`src/rtl/lcd_scan_ctrl.sv`:
```
// lcd_scan_ctrl: pulls 1-bit pixels from the frame buffer and scans a 4-bit monochrome STN LCD.
// Optional build macro LCD_PATTERN_EN adds input pattern_sel, which replaces the captured pixel
// with a checkerboard while keeping the frame-buffer read cadence unchanged.
module lcd_scan_ctrl #(
   parameter int unsigned H_PIXELS = 320,
   parameter int unsigned V_LINES  = 240,
   parameter int unsigned CLK_DIV  = 4,
   parameter int unsigned RD_LAT   = 2,
   parameter int unsigned LP_WIDTH = 2
) (
   input  logic       sys_clk,
   input  logic       sys_rst,
   input  logic       enable,
   input  logic       pix_in,
`ifdef LCD_PATTERN_EN
   input  logic       pattern_sel,
`endif
   output logic       pix_rd,
   output logic       frame_sync,
   output logic       busy,
   output logic [3:0] lcd_data,
   output logic       lcd_cp,
   output logic       lcd_lp,
   output logic       lcd_flm,
   output logic       lcd_m
);

   localparam int unsigned LINE_TICKS = H_PIXELS + 4 + LP_WIDTH;
   localparam int unsigned LT_W       = $clog2(LINE_TICKS);
   localparam int unsigned LN_W       = (V_LINES > 1) ? $clog2(V_LINES) : 1;
   localparam int unsigned PS_W       = $clog2(CLK_DIV);

   localparam logic [LT_W-1:0] LT_SHIFT_LAST = LT_W'(H_PIXELS - 1);
   localparam logic [LT_W-1:0] LT_TAIL_LAST  = LT_W'(H_PIXELS + 3);
   localparam logic [LT_W-1:0] LT_LP_LAST    = LT_W'(LINE_TICKS - 1);
   localparam logic [LT_W-1:0] LT_LOAD_FIRST = LT_W'(4);
   localparam logic [LT_W-1:0] LT_LOAD_LAST  = LT_W'(H_PIXELS);
   localparam logic [LT_W-1:0] LT_CP_FIRST   = LT_W'(5);
   localparam logic [LT_W-1:0] LT_CP_LAST    = LT_W'(H_PIXELS + 2);
   localparam logic [LN_W-1:0] LN_LAST       = LN_W'(V_LINES - 1);
   localparam logic [PS_W-1:0] PS_LAST       = PS_W'(CLK_DIV - 1);

   typedef enum logic [1:0] {
      ST_IDLE   = 2'd0,
      ST_SHIFT  = 2'd1,
      ST_TAIL   = 2'd2,
      ST_LPULSE = 2'd3
   } state_t;

   state_t            state_q,   state_d;
   logic [PS_W-1:0]   presc_q,   presc_d;
   logic [LT_W-1:0]   lt_q,      lt_d;       // tick index within the current line
   logic [LN_W-1:0]   line_q,    line_d;
   logic [3:0]        sr_q,      sr_d;
   logic [RD_LAT-1:0] rd_dly_q,  rd_dly_d;
   logic              pix_rd_q,  pix_rd_d;
   logic              fs_q,      fs_d;
   logic              busy_q,    busy_d;
   logic [3:0]        data_q,    data_d;
   logic              cp_q,      cp_d;
   logic              lp_q,      lp_d;
   logic              flm_q,     flm_d;
   logic              m_q,       m_d;
   logic              period_end_c;
   logic              tick_next_c;
   logic              cap_bit_c;

`ifdef LCD_PATTERN_EN
   logic              pat_sel_q, pat_sel_d;
   logic              pat_bit_q, pat_bit_d;
   logic [RD_LAT-1:0] pat_dly_q, pat_dly_d;
`endif

   // Last cycle of a tick period: state and tick index advance here.
   assign period_end_c = (state_q != ST_IDLE) && (presc_q == PS_LAST);

   // Next-state: scan sequencing, prescaler, line and frame counters.
   always_comb begin
      state_d = state_q;
      lt_d    = lt_q;
      line_d  = line_q;
      m_d     = m_q;
      presc_d = presc_q;
      unique case (state_q)
         ST_IDLE: begin
            if (enable) begin
               state_d = ST_SHIFT;
               lt_d    = '0;
               line_d  = '0;
            end
         end
         ST_SHIFT: begin
            if (period_end_c) begin
               lt_d = lt_q + 1'b1;
               if (lt_q == LT_SHIFT_LAST) state_d = ST_TAIL;
            end
         end
         ST_TAIL: begin
            if (period_end_c) begin
               lt_d = lt_q + 1'b1;
               if (lt_q == LT_TAIL_LAST) state_d = ST_LPULSE;
            end
         end
         ST_LPULSE: begin
            if (period_end_c) begin
               if (lt_q == LT_LP_LAST) begin
                  lt_d = '0;
                  if (line_q == LN_LAST) begin
                     line_d  = '0;
                     m_d     = ~m_q;
                     state_d = enable ? ST_SHIFT : ST_IDLE;
                  end else begin
                     line_d  = line_q + 1'b1;
                     state_d = ST_SHIFT;
                  end
               end else begin
                  lt_d = lt_q + 1'b1;
               end
            end
         end
         default: state_d = ST_IDLE;
      endcase
      if ((state_d == ST_IDLE) || (state_q == ST_IDLE) || (presc_q == PS_LAST)) begin
         presc_d = '0;
      end else begin
         presc_d = presc_q + 1'b1;
      end
   end

   // The cycle after this one starts a tick period.
   assign tick_next_c = (state_d != ST_IDLE) && (presc_d == '0);

   // Pixel source for the shift register.
`ifdef LCD_PATTERN_EN
   assign cap_bit_c = pat_sel_q ? pat_dly_q[RD_LAT-1] : pix_in;
`else
   assign cap_bit_c = pix_in;
`endif

   // Read strobe delay line and MSB-first pixel shift register.
   always_comb begin
      rd_dly_d = RD_LAT'({rd_dly_q, pix_rd_q});
      sr_d     = sr_q;
      if (rd_dly_q[RD_LAT-1]) sr_d = {sr_q[2:0], cap_bit_c};
   end

`ifdef LCD_PATTERN_EN
   // Checkerboard bit follows the read strobe; selection latched at each line start.
   always_comb begin
      pat_bit_d = ~(lt_d[0] ^ line_d[0]);
      pat_dly_d = RD_LAT'({pat_dly_q, pat_bit_q});
      pat_sel_d = pat_sel_q;
      if ((state_d == ST_SHIFT) && (state_q != ST_SHIFT)) pat_sel_d = pattern_sel;
   end
`endif

   // Registered output values, updated on tick boundaries.
   always_comb begin
      pix_rd_d = tick_next_c && (state_d == ST_SHIFT);
      fs_d     = pix_rd_d && (lt_d == '0) && (line_d == '0);
      busy_d   = (state_d != ST_IDLE);
      data_d   = data_q;
      cp_d     = cp_q;
      lp_d     = lp_q;
      flm_d    = flm_q;
      if (state_d == ST_IDLE) begin
         data_d = '0;
         cp_d   = 1'b0;
         lp_d   = 1'b0;
         flm_d  = 1'b0;
      end else if (tick_next_c) begin
         lp_d  = (state_d == ST_LPULSE);
         flm_d = (state_d == ST_LPULSE) && (line_d == '0);
         cp_d  = (lt_d >= LT_CP_FIRST) && (lt_d <= LT_CP_LAST) && (lt_d[1] ^ lt_d[0]);
         if ((lt_d >= LT_LOAD_FIRST) && (lt_d <= LT_LOAD_LAST) && (lt_d[1:0] == 2'b00)) begin
            data_d = sr_d;
         end
      end
   end

   // State and output registers with synchronous reset.
   always_ff @(posedge sys_clk) begin
      if (sys_rst) begin
         state_q  <= ST_IDLE;
         presc_q  <= '0;
         lt_q     <= '0;
         line_q   <= '0;
         sr_q     <= '0;
         rd_dly_q <= '0;
         pix_rd_q <= 1'b0;
         fs_q     <= 1'b0;
         busy_q   <= 1'b0;
         data_q   <= '0;
         cp_q     <= 1'b0;
         lp_q     <= 1'b0;
         flm_q    <= 1'b0;
         m_q      <= 1'b0;
`ifdef LCD_PATTERN_EN
         pat_sel_q <= 1'b0;
         pat_bit_q <= 1'b0;
         pat_dly_q <= '0;
`endif
      end else begin
         state_q  <= state_d;
         presc_q  <= presc_d;
         lt_q     <= lt_d;
         line_q   <= line_d;
         sr_q     <= sr_d;
         rd_dly_q <= rd_dly_d;
         pix_rd_q <= pix_rd_d;
         fs_q     <= fs_d;
         busy_q   <= busy_d;
         data_q   <= data_d;
         cp_q     <= cp_d;
         lp_q     <= lp_d;
         flm_q    <= flm_d;
         m_q      <= m_d;
`ifdef LCD_PATTERN_EN
         pat_sel_q <= pat_sel_d;
         pat_bit_q <= pat_bit_d;
         pat_dly_q <= pat_dly_d;
`endif
      end
   end

   assign pix_rd     = pix_rd_q;
   assign frame_sync = fs_q;
   assign busy       = busy_q;
   assign lcd_data   = data_q;
   assign lcd_cp     = cp_q;
   assign lcd_lp     = lp_q;
   assign lcd_flm    = flm_q;
   assign lcd_m      = m_q;

endmodule

```
`config.mk`:
```
export PLATFORM = sky130hd
export DESIGN_NAME = lcd_scan_ctrl
export DESIGN_NICKNAME = d
export VERILOG_FILES = /design/src/rtl/lcd_scan_ctrl.sv
export SDC_FILE = /design/constraint.sdc
export NUM_CORES = 1
export LEC_CHECK = 0
export CAP_MARGIN = 10
export CORE_MARGIN = 8
export CORE_UTILIZATION = 59
export DETAILED_ROUTE_END_ITERATION = 10
export GPL_ROUTABILITY_DRIVEN = 0
export GPL_TIMING_DRIVEN = 1
export PLACE_DENSITY = 0.91
export REMOVE_ABC_BUFFERS = 1
export SETUP_SLACK_MARGIN = 0.3
export SLEW_MARGIN = 10
export SYNTH_ARGS = -nofsm -noshare
export SYNTH_HDL_FRONTEND = slang
export SYNTH_SLANG_ARGS = --single-unit
```
`constraint.sdc`:
```
create_clock -name sys_clk -period 3 [get_ports sys_clk]
set_input_delay 0.45 -clock sys_clk [delete_from_list [all_inputs] [get_ports sys_clk]]
set_output_delay 0.45 -clock sys_clk [all_outputs]
set_load 0.03 [all_outputs]
```
==> flow_metrics.tcl <==
set metrics [dict create \
    status "completed" \
    insertedDiodeCount 0 \
    drtIter0Drc 205 \
    end_kind "register" \
    avgRoutedWirePerCell_um 17.44 \
    dr.pass1.iters 7 \
    dp_cells 335 \
    finalSetupViolCount 0 \
    stdcell_area_mm2 0.002834 \
    design.core.area_mm2 0.003914 \
    dp_hpwl_um 3994 \
    htree_levels 2 \
    fillers 276 \
    synthDistinctLibCells 64 \
    grt_max_degree 17 \
    synth_top_cells_by_area "dfxtp_1 (32%), ha_1 (5.8%), nor2b_1 (4.0%)" \
    required_ps 3190 \
    ys_ff_latch 38 \
    nets 313 \
    drv_slew 0 \
    cts-root-buf "clkbuf_8" \
    area_delta_synth_final_pct 19.90 \
    wl_um 6085 \
    vias_per_cell 6.536 \
    drc 0 \
    postSynth.asyncResetShare 0 \
    grt-ovfl-total 0 \
    synth_top_area_frac 0.3219 \
    ant_nets 0 \
    clock_latency_ps 300 \
    synthFlopType "dfxtp_1" \
    powerDensity_mw_per_mm2 722.6 \
    grt_antenna_before_repair 0 \
    fin_crit_ps 2590 \
    netlist_instances 278 \
    worst_slack_ps 410.1 \
    crit_type "reg -> reg" \
    fin_tns_setup_ps 0 \
    crit_fanout 8 \
    io_buffers 14 \
    clkTransAtPathRegs_ps 80 \
    synth_edf_count 0 \
    finalCritPeriodShare 0.8633 \
    cts_max_path_buffers 2 \
    synth_area_mm2 0.002364 \
    grt_pass1_vias 2094 \
    whs_path_depth 1 \
    hold_viol_final 0 \
    track_usage 0.1861 \
    peakVddDrop_uv 545.9 \
    hp-class "reg -> reg" \
    rsz0062_at_grt "false" \
    pre_cts_ws_ps 89.62 \
    maxCapViolCount 0 \
    tightest_slew_ps 651.1 \
    power.leakage_nw 1.060 \
    cts_tree "built" \
    syn_area_per_cell_um2 8.502 \
    ctsHoldBuffers 0 \
    hold_ws_ps 452.4 \
    dieArea_mm2 0.006287 \
    fp.dieH_um 79.29 \
    fin_skew_ps 3.919 \
    drive_gt1_frac 0.1773 \
    core.rowCount 23 \
    grt_pass1_wl_um 9556 \
    ys_seq_area_frac 0.3219 \
    cts_buffers 5 \
    start_kind "register" \
    ioPinCount 15 \
    numClockSinks 38 \
    r2r_cells 9 \
    die_width_um 79.29 \
    vias 2281 \
    synth_top_area_cell "dfxtp_1" \
    critPathArrivalTime_ps 2780 \
    slew_headroom 0.5646 \
    floorplan.initialDensity 0.6039 \
    ys.warnings.count 0 \
    max_freq_mhz 386.1 \
    place_area_mm2 0.002560 \
    final_cell_count_no_fill 349 \
]
[layout make-up]
cell class                 instances  area [µm²]  area share
multi-input combinational        212        1572      0.5545
sequential                        38       764.5      0.2698
timing repair buffer              29       252.7     0.08918
clock buffer                       5       68.82     0.02428
clock inverter                     3       68.82     0.02428
tap                               50       62.56     0.02208
inverter                          12       45.04     0.01589
[path summary, 6_finish.rpt]
kind	from	to	slack, ps
max	state_q[1]$_SDFF_PP0_	lcd_data[2]$_SDFFE_PP0P_	410
min	rd_dly_q[0]$_SDFF_PP0_	rd_dly_q[1]$_SDFF_PP0_	450
max reg2reg	state_q[1]$_SDFF_PP0_	lcd_data[2]$_SDFFE_PP0P_	410
min reg2reg	rd_dly_q[0]$_SDFF_PP0_	rd_dly_q[1]$_SDFF_PP0_	450
[layer usage]
layer / global-route usage / routed length [µm]
met3: 0.05418 / 361
met2: 0.3040 / 2856
met4: 0.06667 / 155
met5: 0 / 0
met1: 0.2262 / 2711
[synth_stat cells (7+ instances only)]
cell type  count
dfxtp_1       38
nand2_1       24
nor2_1        22
nor2b_1       15
o21ai_0       13
inv_1         12
clkbuf_1      11
ha_1          11
nand2b_1       7
nor3_1         7
[per-stage QoR]
| stage | utilization | total power [W] |
|---|---|---|
| 2_1_floorplan | - | 0.001125 |
| 6_report | 0.7241 | 0.002048 |
| 3_5_place_dp | 0.6541 | 0.001383 |
| 5_1_grt | 0.7241 | 0.002154 |
| 4_1_cts | 0.6960 | 0.001945 |
| 3_3_place_gp | 0.6541 | 0.001363 |
[power by group]
part           internal (W)  leakage [nW]  switching [W]
combinational      0.000374         0.683       0.000545
sequential         0.000556         0.309      0.0000387
clock              0.000333        0.0683       0.000201
[critical path, cell delays in order, from the launching register on]
cell and delay, ps:
dfxtp_2 370, inv_1 110, ha_4 290, nor2b_1 210
a31oi_1 210, a221oi_1 470, and2_1 250, and4bb_2 270
o211ai_4 130, mux2i_1 150
[state kept, by name, indices dropped and copies added (netlist names)]
signal	count
state_q	2
lcd_cp	1
lcd_flm	1
lcd_lp	1
lcd_data	4
presc_q	2
lt_q	9
sr_q	4
pix_rd	1
lcd_m	1
line_q	8
rd_dly_q	2
busy	1
frame_sync	1
[timing repair]
action	CTS	global route
gates resized for setup	5	15
endpoints found under the setup margin	7	9
buffers inserted	0	6
cloned	0	0
pin swaps	0	4
hold endpoints to repair	0	0
[layout by cell type (no fill, tap or decap), types with 3 or more instances in the layout]
master           count
a31oi_1              6
nand3_1              6
a21oi_1              5
nor3_1               7
o31a_1               3
nand2b_1             7
clkdlybuf4s50_1     14
nand4_1              4
nor2b_1             14
o211ai_1             3
buf_4               15
nor4_2               3
mux2i_1              5
inv_1               12
dfxtp_2              3
nor2_1              22
nor4_1               4
o21ai_1              4
nand2_1             24
o21ai_0             11
dfxtp_1             35
a211oi_1             3
a21o_1               3
and2_1               3
clkbuf_8             5
ha_1                 9
nand4b_1             5
xnor2_1              3
mux2_2               4
a22oi_1              5
[cell families (layout without fill, tap and decap cells)]
kind of cell               Yosys count  after routing  share of synthesized area
buffers and inverters               28             49                    0.05029
adders and majority gates           11             11                    0.05823
DFF                                 38             38                     0.3219
and+or+nand+nor                    118            118                     0.2922
AOI/OAI and AO/OA                   69             69                     0.2186
xor gates and xnor gates             5              5                    0.01853
muxes                                9              9                    0.04023
Note: power is estimated with default switching activity, not from simulation.
==> RTL change, RTL diff (same flow settings) <==
Remove the register `busy_q`: a continuous assignment takes its place, so the output `busy` follows one clock earlier.
--- a/src/rtl/lcd_scan_ctrl.sv
+++ b/src/rtl/lcd_scan_ctrl.sv
@@ -189,7 +189,6 @@
          rd_dly_q <= '0;
          pix_rd_q <= 1'b0;
          fs_q     <= 1'b0;
-         busy_q   <= 1'b0;
          data_q   <= '0;
          cp_q     <= 1'b0;
          lp_q     <= 1'b0;
@@ -209,7 +208,6 @@
          rd_dly_q <= rd_dly_d;
          pix_rd_q <= pix_rd_d;
          fs_q     <= fs_d;
-         busy_q   <= busy_d;
          data_q   <= data_d;
          cp_q     <= cp_d;
          lp_q     <= lp_d;
@@ -222,6 +220,8 @@
 `endif
       end
    end
+
+   assign busy_q = busy_d;
 
    assign pix_rd     = pix_rd_q;
    assign frame_sync = fs_q;
Behaviour: not the same (Yosys sat finds a counterexample within 4 cycles, from zero or initial values and one cycle with sys_rst high).
==> RTL change against the unedited design <==
Cell area is 13% higher. Critical path depth stayed put. Power is 4.6% higher. Setup slack worse by 0.18 ns. Critical path type unchanged. Area after synthesis is 6.9% higher. Global-route usage is 3.9 points higher. Routed wire length is 35% higher. Sequential cell count is 1 lower. Clock power is 31% lower. Count of clock-buffer cells in the layout is 1 higher. Cell count is 11% higher. Clock skew is 0.0058 ns higher. Via count is 23% higher.
==> RTL change: results (changes against the unedited design) <==
status:
  status: "completed"
synth:
  synth_common_cells: "37 x dfxtp_1, 30 x nor2_1, 18 x nand2_1, 17 x inv_1, 14 x clkbuf_1"
  synth_adder_area_share: 0.0545  # -0.00375
  yosys-top-cells-area: "dfxtp_1 29%, ha_1 5.4%, nor2_1 4.5%, nand2_1 2.7%, a21oi_1 2.6%"
  synthXorXnorAreaFrac: 0.0139  # -0.00466
  synthMuxAreaShare: 0.0158  # -0.0244
  ys_seq_area_frac: 0.293  # -0.0286
  ys_seq_elements: 37  # -2.6%
layout:
  buf_share: 0.133  # +0.0434
  drive_gt1_frac: 0.289  # +0.112
  nClkBuffers: 6  # +1
  seq_share: 0.237  # -0.0325
  buffers_excl_clock: 51  # +76%
  n_all_inverters: 17  # +5
  multi_input_gates: 227  # +7.1%
  final-clk-cell-share: 0.0282  # -0.0203
  multi_input_area_share: 0.562  # +0.00783
setup_path:
  worst_setup_path_startpoint: "presc_q[0]$_SDFF_PP0_"
  rr_endpoint: "lcd_data[1]$_SDFFE_PP0P_"
  arrival_ns: 2.98  # +0.20 ns
  critPathSlowestCell: "or3_1"
  cp_max_fo: 10  # +2
power_and_ir_drop:
  power.internal_mw: 1.21  # -4.3%
  peakVddDrop_uv: 428  # -22%
  power_leakage_nw: 1.13  # +7.0%
sta:
  fin_skew_ns: 0.00969  # +0.00577 ns
  relSlewSlack: 0.563  # -0.00109
worst_hold_path:
  hp-start: "pix_rd$_SDFF_PP0_"
  hold_end: "rd_dly_q[0]$_SDFF_PP0_"
grt:
  grt_max_degree: 28  # +11
  grt_first_pass_wirelength_microns: 11900  # +25%
  grt_pass1_vias: 2546  # +22%
  grt.total_usage: 0.225  # +0.0394
route:
  first_iter_violations: 399  # +95%
  vias_per_cell: 7.20  # +10%
placed_design:
  post-dp-hpwl_microns: 4990  # +25%
-- RTL change: changes by cell type in the layout (fill, tap and decap cells not counted), moves of 5 or more --
cell,delta
buf_4,+21
a21oi_1,+8
nor2_1,+8
nand2_1,-7
nor3_1,-5
-- RTL change: power groups by stage --
stage / combinational, mW / sequential (mW) / clock, mW
3_3_place_gp: 0.941 / 0.567 / 0
3_5_place_dp: 0.969 / 0.569 / 0
5_1_grt: 1.27 / 0.568 / 0.393
2_1_floorplan: 0.595 / 0.599 / 0
6_report: 1.21 / 0.567 / 0.370
4_1_cts: 1.01 / 0.559 / 0.370
-- RTL change: repair_timing --
action                     CTS  global route
setup endpoints to repair    7             8
buffers inserted             4            10
pin swaps                    4            12
resized for setup           18            34
-- RTL change: cell families after synthesis --
kind of cell	count (synthesis)
and+or+nand+nor	121
AOI/OAI and AO/OA	87
buffers and inverters	38
DFF	37
adders and majority gates	11
xor gates and xnor gates	4
muxes	4
-- RTL change: routing by layer --
| layer | vias up | global-route usage | share of wire |
|---|---|---|---|
| li1 | 1212 | - | - |
| met2 | 209 | 0.358 | 0.48 |
| met1 | 1328 | 0.266 | 0.38 |
| met4 | 0 | 0.139 | 0.052 |
| met3 | 53 | 0.0590 | 0.090 |
| met5 | - | 0 | 0 |
-- RTL change: stage by stage --
step                std cells  setup slack, ns  instance area, sq um  hold WS (ns)
floorplan                 281            0.343                  2420         0.414
global placement          368           0.0857                  2800         0.451
detailed placement        368           0.0415                  2800         0.441
CTS                       379            0.293                  2960         0.462
global route              389            0.232                  3190         0.479
finish                    389            0.230                  3190         0.465
-- RTL change: worst max-delay path by stage --
stage	to
finish	lcd_data[1]$_SDFFE_PP0P_
floorplan	lcd_data[0]$_SDFFE_PP0P_
global route	busy
global placement	busy
CTS	lcd_cp$_SDFFE_PP0P_
detailed placement	busy
